$ cat config.mk
export PLATFORM = sky130hd
export DESIGN_NAME = fifo_wr_arbiter_flat
export DESIGN_NICKNAME = d
export VERILOG_FILES = /design/src/rtl/fifo_wr_arbiter_if.sv /design/src/rtl/fifo_wr_arbiter.sv /design/src/flat_wrapper.sv
export SDC_FILE = /design/constraint.sdc
export NUM_CORES = 1
export LEC_CHECK = 0
export BUFFER_PORTS_ARGS = -buffer_cell sky130_fd_sc_hd__buf_2
export CAP_MARGIN = 25
export CELL_PAD_IN_SITES_DETAIL_PLACEMENT = 0
export CELL_PAD_IN_SITES_GLOBAL_PLACEMENT = 2
export CORE_AREA = 10 10 85 87
export CTS_CLUSTER_SIZE = 40
export DETAILED_ROUTE_END_ITERATION = 7
export DIE_AREA = 0 0 95 97
export PLACE_DENSITY = 0.95
export SKIP_LAST_GASP = 1
export SLEW_MARGIN = 20
export SYNTH_ARGS = -nofsm -noshare
export SYNTH_HDL_FRONTEND = slang
export SYNTH_SLANG_ARGS = --single-unit
export TNS_END_PERCENT = 1
$ cat constraint.sdc
create_clock -name wclk -period 2.5 [get_ports wclk]
set_input_delay 0.125 -clock wclk [delete_from_list [all_inputs] [get_ports wclk]]
set_output_delay 0.125 -clock wclk [all_outputs]
set_load 0.05 [all_outputs]
$ cat src/rtl/fifo_wr_arbiter_if.sv
// Write-side bundle between packet requesters, the arbiter and the FIFO write-pointer logic.
// The slave modport is the arbiter's view; the master modport is the requester/FIFO side.
interface fifo_wr_arbiter_if #(
   parameter int NUM_REQ    = 4,
   parameter int DATA_WIDTH = 8,
   parameter int CNT_WIDTH  = 16
);
   logic [NUM_REQ-1:0]            req_valid;
   logic [NUM_REQ*DATA_WIDTH-1:0] req_data;
   logic [NUM_REQ-1:0]            req_last;
   logic [NUM_REQ-1:0]            req_ready;
   logic                          wfull;
   logic                          winc;
   logic [DATA_WIDTH-1:0]         wdata;
   logic [NUM_REQ-1:0]            grant;
   logic                          busy;
   logic [CNT_WIDTH-1:0]          beat_cnt;
   logic                          timeout_err;

   modport slave (
      input  req_valid, req_data, req_last, wfull,
      output req_ready, winc, wdata, grant, busy, beat_cnt, timeout_err
   );

   modport master (
      output req_valid, req_data, req_last, wfull,
      input  req_ready, winc, wdata, grant, busy, beat_cnt, timeout_err
   );
endinterface

$ cat src/rtl/fifo_wr_arbiter.sv
// Round-robin, packet-locked arbiter sharing the FIFO write port among NUM_REQ requesters.
// Optional grant timeout is built only when FIFO_WR_ARB_TIMEOUT_EN is defined.
module fifo_wr_arbiter #(
   parameter int NUM_REQ    = 4,
   parameter int DATA_WIDTH = 8,
   parameter int CNT_WIDTH  = 16,
   parameter int TIMEOUT    = 16
) (
   input  logic              wclk,
   input  logic              wrst_n,
   fifo_wr_arbiter_if.slave  bus
);
   localparam int IDX_W  = $clog2(NUM_REQ);
   localparam int CAND_W = IDX_W + 1;

   typedef enum logic {S_IDLE, S_BURST} state_t;

   state_t               r_state;
   logic [NUM_REQ-1:0]   r_grant;
   logic [IDX_W-1:0]     r_gidx;
   logic [IDX_W-1:0]     r_rr_last;
   logic [CNT_WIDTH-1:0] r_beat_cnt;

   logic                  w_busy;
   logic                  w_sel_valid;
   logic                  w_sel_last;
   logic [DATA_WIDTH-1:0] w_sel_data;
   logic                  w_winc;
   logic                  w_found;
   logic [IDX_W-1:0]      w_next_idx;
   logic [CAND_W-1:0]     w_cand;

`ifdef FIFO_WR_ARB_TIMEOUT_EN
   localparam int TO_W = $clog2(TIMEOUT + 1);
   logic [TO_W-1:0] r_idle_cnt;
   logic            r_timeout_err;
`endif

   // The one-hot grant doubles as the data/valid/last mux select and is zero while idle.
   assign w_busy      = (r_state == S_BURST);
   assign w_sel_valid = |(bus.req_valid & r_grant);
   assign w_sel_last  = |(bus.req_last & r_grant);
   assign w_winc      = w_busy & w_sel_valid & ~bus.wfull;

   always_comb begin
      // NOTE: every variable gets a default first so no path leaves it unassigned (no latch).
      w_sel_data = '0;
      for (int i = 0; i < NUM_REQ; i++) begin
         w_sel_data = w_sel_data | (bus.req_data[i*DATA_WIDTH +: DATA_WIDTH] & {DATA_WIDTH{r_grant[i]}});
      end
   end

   // Search starts just after the last owner and wraps, giving round-robin order.
   always_comb begin
      w_found    = 1'b0;
      w_next_idx = '0;
      w_cand     = '0;
      for (int k = 1; k <= NUM_REQ; k++) begin
         w_cand = {1'b0, r_rr_last} + CAND_W'(k);
         if (w_cand >= CAND_W'(NUM_REQ)) w_cand = w_cand - CAND_W'(NUM_REQ);
         if (!w_found && bus.req_valid[w_cand[IDX_W-1:0]]) begin
            w_found    = 1'b1;
            w_next_idx = w_cand[IDX_W-1:0];
         end
      end
   end

   always_ff @(posedge wclk or negedge wrst_n) begin
      if (!wrst_n) begin
         r_state    <= S_IDLE;
         r_grant    <= '0;
         r_gidx     <= '0;
         r_rr_last  <= IDX_W'(NUM_REQ - 1);
         r_beat_cnt <= '0;
`ifdef FIFO_WR_ARB_TIMEOUT_EN
         r_idle_cnt    <= '0;
         r_timeout_err <= 1'b0;
`endif
      end else begin
         // NOTE: non-blocking assignments so every register samples pre-edge values.
         if (w_winc && (r_beat_cnt != '1)) r_beat_cnt <= r_beat_cnt + 1'b1;
`ifdef FIFO_WR_ARB_TIMEOUT_EN
         r_timeout_err <= 1'b0;
`endif
         case (r_state)
            S_IDLE: begin
               if (w_found) begin
                  r_state <= S_BURST;
                  r_gidx  <= w_next_idx;
                  r_grant <= NUM_REQ'(1) << w_next_idx;
               end
            end
            S_BURST: begin
               if (w_winc) begin
`ifdef FIFO_WR_ARB_TIMEOUT_EN
                  r_idle_cnt <= '0;
`endif
                  if (w_sel_last) begin
                     r_state   <= S_IDLE;
                     r_grant   <= '0;
                     r_rr_last <= r_gidx;
                  end
               end
`ifdef FIFO_WR_ARB_TIMEOUT_EN
               // Only genuine requester silence counts; wfull stalls are not the owner's fault.
               else if (!w_sel_valid && !bus.wfull) begin
                  if (r_idle_cnt == TO_W'(TIMEOUT - 1)) begin
                     r_state       <= S_IDLE;
                     r_grant       <= '0;
                     r_rr_last     <= r_gidx;
                     r_idle_cnt    <= '0;
                     r_timeout_err <= 1'b1;
                  end else begin
                     r_idle_cnt <= r_idle_cnt + 1'b1;
                  end
               end
`endif
            end
            default: r_state <= S_IDLE;
         endcase
      end
   end

   assign bus.req_ready = r_grant & {NUM_REQ{~bus.wfull}};
   assign bus.winc      = w_winc;
   assign bus.wdata     = w_sel_data;
   assign bus.grant     = r_grant;
   assign bus.busy      = w_busy;
   assign bus.beat_cnt  = r_beat_cnt;
`ifdef FIFO_WR_ARB_TIMEOUT_EN
   assign bus.timeout_err = r_timeout_err;
`else
   assign bus.timeout_err = 1'b0;
`endif

endmodule
$ cat src/flat_wrapper.sv
// flat-port wrapper written by rule: the top's interface ports become plain ports
module fifo_wr_arbiter_flat 
#(
   parameter int NUM_REQ    = 4,
   parameter int DATA_WIDTH = 8,
   parameter int CNT_WIDTH  = 16,
   parameter int TIMEOUT    = 16
)
  (wclk, wrst_n, bus_req_valid, bus_req_data, bus_req_last, bus_wfull, bus_req_ready, bus_winc, bus_wdata, bus_grant, bus_busy, bus_beat_cnt, bus_timeout_err);
  fifo_wr_arbiter_if #(.NUM_REQ(NUM_REQ), .DATA_WIDTH(DATA_WIDTH), .CNT_WIDTH(CNT_WIDTH)) bus_i ();
  input  logic wclk;
  input  logic wrst_n;
  input wire logic [$bits(bus_i.req_valid)-1:0] bus_req_valid;
  input wire logic [$bits(bus_i.req_data)-1:0] bus_req_data;
  input wire logic [$bits(bus_i.req_last)-1:0] bus_req_last;
  input wire logic [$bits(bus_i.wfull)-1:0] bus_wfull;
  output wire logic [$bits(bus_i.req_ready)-1:0] bus_req_ready;
  output wire logic [$bits(bus_i.winc)-1:0] bus_winc;
  output wire logic [$bits(bus_i.wdata)-1:0] bus_wdata;
  output wire logic [$bits(bus_i.grant)-1:0] bus_grant;
  output wire logic [$bits(bus_i.busy)-1:0] bus_busy;
  output wire logic [$bits(bus_i.beat_cnt)-1:0] bus_beat_cnt;
  output wire logic [$bits(bus_i.timeout_err)-1:0] bus_timeout_err;
  assign bus_i.req_valid = bus_req_valid;
  assign bus_i.req_data = bus_req_data;
  assign bus_i.req_last = bus_req_last;
  assign bus_i.wfull = bus_wfull;
  assign bus_req_ready = bus_i.req_ready;
  assign bus_winc = bus_i.winc;
  assign bus_wdata = bus_i.wdata;
  assign bus_grant = bus_i.grant;
  assign bus_busy = bus_i.busy;
  assign bus_beat_cnt = bus_i.beat_cnt;
  assign bus_timeout_err = bus_i.timeout_err;
  fifo_wr_arbiter #(.NUM_REQ(NUM_REQ), .DATA_WIDTH(DATA_WIDTH), .CNT_WIDTH(CNT_WIDTH), .TIMEOUT(TIMEOUT)) u_core (.wclk(wclk), .wrst_n(wrst_n), .bus(bus_i));
endmodule
==> flow_metrics.env <==
export IMPL_antenna_found_initial=0
export IMPL_ys_async_sr_fraction=1.00
export IMPL_critPathTopFamily="compound AO/OA/AOI/OAI gates"
export IMPL_wire_per_inst_um=14.2
export IMPL_vias_per_cell=4.54
export IMPL_ir_worst_vdd_v=0.000394
export IMPL_hp_class="in -> reg"
export IMPL_cts_hold_buf=1
export IMPL_die_h_um=97
export IMPL_num_nets_final=270
export IMPL_grt_max_degree=26
export IMPL_seq_area_um2=628
export IMPL_setup_slack_ns=0.523
export IMPL_dp_slack_ns=0.503
export IMPL_maxCapViolCount=0
export IMPL_die_area_um2=9220
export IMPL_worst_pin_slew_ns=0.612
export IMPL_insertion_delay_ns=0.26
export IMPL_critPathRequiredTime_ns=2.65
export IMPL_fin_util=0.349
export IMPL_run_status="complete, no violations"
export IMPL_cts_buffer_depth=2
export IMPL_grt_overflow=0
export IMPL_cts_sinks=25
export IMPL_path_cells="a22oi_2, a21oi_4, a21boi_2, mux2_2"
export IMPL_drt_pre_antenna_iters=4
export IMPL_nFillCells=588
export IMPL_cts_root_buffer="clkbuf_8"
export IMPL_rows=27
export IMPL_min_period_ns=1.98
export IMPL_worstSetupPathType="reg -> reg"
export IMPL_post_cts_buffers=0
export IMPL_critPathLaunch="u_core.bus.grant[3]"
export IMPL_cts_made_buffers=3
export IMPL_timing_fmax_mhz=506
export IMPL_end_kind="register"
export IMPL_critPathBufInv=0
export IMPL_diodes=0
export IMPL_synth_top_area_cell="dfrtp_1"
export IMPL_path_max_fanout=13
export IMPL_ys_seq_area_frac=0.443
export IMPL_yosysWarningCount=0
export IMPL_period_share=0.791
export IMPL_syn_avg_cell_area_um2=9.46
export IMPL_core_area_um2=5470
export IMPL_final_setup_skew_ns=0.00189
export IMPL_numPlacedInstances=292
export IMPL_setup_tns_ns=0
export IMPL_drive_gt1_frac=0.391
export IMPL_r2r_start="u_core.bus.grant[3]"
export IMPL_synth_edf_count=0
export IMPL_reg2reg_to="u_core.bus.beat_cnt[1]"
export IMPL_worstSetupStartpointType="register"
export IMPL_path_clk_slew_ns=0.08
export IMPL_p_leak_nw=0.950
export IMPL_hold_violations=0
export IMPL_wl_um=4220
export IMPL_syn_cell_area_um2=1420
export IMPL_htreeDepth=1
export IMPL_whs_path_depth=6
export IMPL_min_from="bus_req_last[2]"
export IMPL_drtAntennaViolNets=0
export IMPL_start_util=0.259
export IMPL_regToRegSetupSlack_ns=0.52
export IMPL_worstPathArrival_ns=2.13
export IMPL_die_w_um=95
export IMPL_slew_headroom=0.590
export IMPL_holdWs_ns=0.338
export IMPL_reg2reg_depth=4
export IMPL_grt_pass1_wl_um=6890
export IMPL_gp_congestion=0.702
export IMPL_yosys_top_cells_area="dfrtp_1 41%, a22oi_1 10%, xnor2_1 6.8%"
export IMPL_io_buffer_count=76
export IMPL_synthCells=150
export IMPL_critPathSlowestCell="dfrtp_1"
export IMPL_vias=1347
export IMPL_first_global_vias=1327
export IMPL_syn_nets=194
export IMPL_ys_ff_latch=25
export IMPL_ys_flop_type="dfrtp_1"
export IMPL_area_growth_pct=34.7
export IMPL_min_to="u_core.r_rr_last[1]"
export IMPL_drtIter0Drc=70
export IMPL_slew_violations=0
export IMPL_cts_tree="done"
export IMPL_drcViolationCount=0
export IMPL_multi_input_area_um2=746
export IMPL_grt_usage=0.0906
export IMPL_netlist_area_leader_share=0.406
export IMPL_cts_repair_resized=0
export IMPL_dp_final_hpwl_um=3500
export IMPL_num_io_pins=78
export IMPL_powerDensity_nw_per_um2=1060
export IMPL_stdcell_count=297
export IMPL_cpPeakStageDelay_ns=0.63
export IMPL_ys_types=35
export IMPL_rsz0062_at_grt="false"
export IMPL_setup_viol=0
## cell usage in the layout, fill, tap and decap left out, types with 5 or more instances in the layout
cell type,Yosys,layout
nand3_1,5,5
a21oi_1,5,5
nor2b_1,5,5
dfrtp_1,23,23
buf_2,0,76
nand2_1,21,21
nand4_1,7,7
xnor2_1,11,11
o21ai_0,5,5
nor2_1,8,8
a22oi_1,19,19
## area by class of cell
type                    instances  share of cell area
well taps                      72              0.0472
flip-flops and latches         25               0.329
inverters                       3             0.00589
multi-input cells             116               0.390
clock buffers                   4              0.0236
repair buffers                 77               0.204
## sequential cells by signal (all words and copies together), names as in the netlist
register             count
u_core.bus.busy          1
u_core.bus.beat_cnt     16
u_core.r_rr_last         2
u_core.bus.grant         4
u_core.r_gidx            2
## metal layers
layer	up-vias	GRT usage	wire length, um
met2	26	0.168	2410
met1	630	0.103	1610
met3	4	0.0154	163
li1	687	-	-
met5	-	0	0
met4	0	0.0206	38
## tightest hold or removal path, stage by stage
cell and delay [ns]:
buf_2 0.08, a22oi_1 0.05, nand2_1 0.08, nand2_1 0.11
nand2_1 0.08, o21ai_0 0.07
## cells in the mapped netlist, types with 2 or more instances
library cell  count
a22oi_1          19
nor3_1            3
xor2_1            3
nor2_1            8
nand2b_1          3
nor2b_1           5
nand4_1           7
o21ai_0           5
inv_1             3
clkbuf_1          4
dfstp_2           2
a22o_1            2
a21oi_1           5
or2b_1            2
nand2_1          21
nand3_1           5
dfrtp_1          23
xnor2_1          11
mux2_2            3
## power by group
| group | internal [mW] | total [mW] | leakage (nW) | switching [mW] |
|---|---|---|---|---|
| clock | 0.114 | 0.231 | 0.0228 | 0.118 |
| sequential | 0.511 | 0.673 | 0.323 | 0.162 |
| combinational | 0.309 | 1.11 | 0.604 | 0.805 |
## worst max path at each step
stage / to / depth (start not counted)
2_1_floorplan: u_core.bus.beat_cnt[4] / 6
3_3_place_gp: u_core.bus.beat_cnt[1] / 4
3_5_place_dp: u_core.bus.beat_cnt[1] / 4
4_1_cts: u_core.bus.beat_cnt[1] / 4
5_1_grt: u_core.bus.beat_cnt[4] / 5
6_report: u_core.bus.beat_cnt[1] / 4
## cell families after synthesis
kind of cell / share of synthesized area
XOR/XNOR: 0.0864
AO/OA/AOI/OAI: 0.197
flip-flops: 0.443
multiplexers: 0.0238
adder cells (fa/ha/maj): 0.00882
other: 0.00264
buffers and inverters: 0.0317
AND/OR/NAND/NOR: 0.207
## through the flow
stage	power, mW	area [um^2]
5_1_grt	2.15	1910
2_1_floorplan	1.53	1420
6_report	2.02	1910
4_1_cts	2.05	1910
3_3_place_gp	1.81	1860
3_5_place_dp	1.81	1860
(Power assumes the default switching activity.)
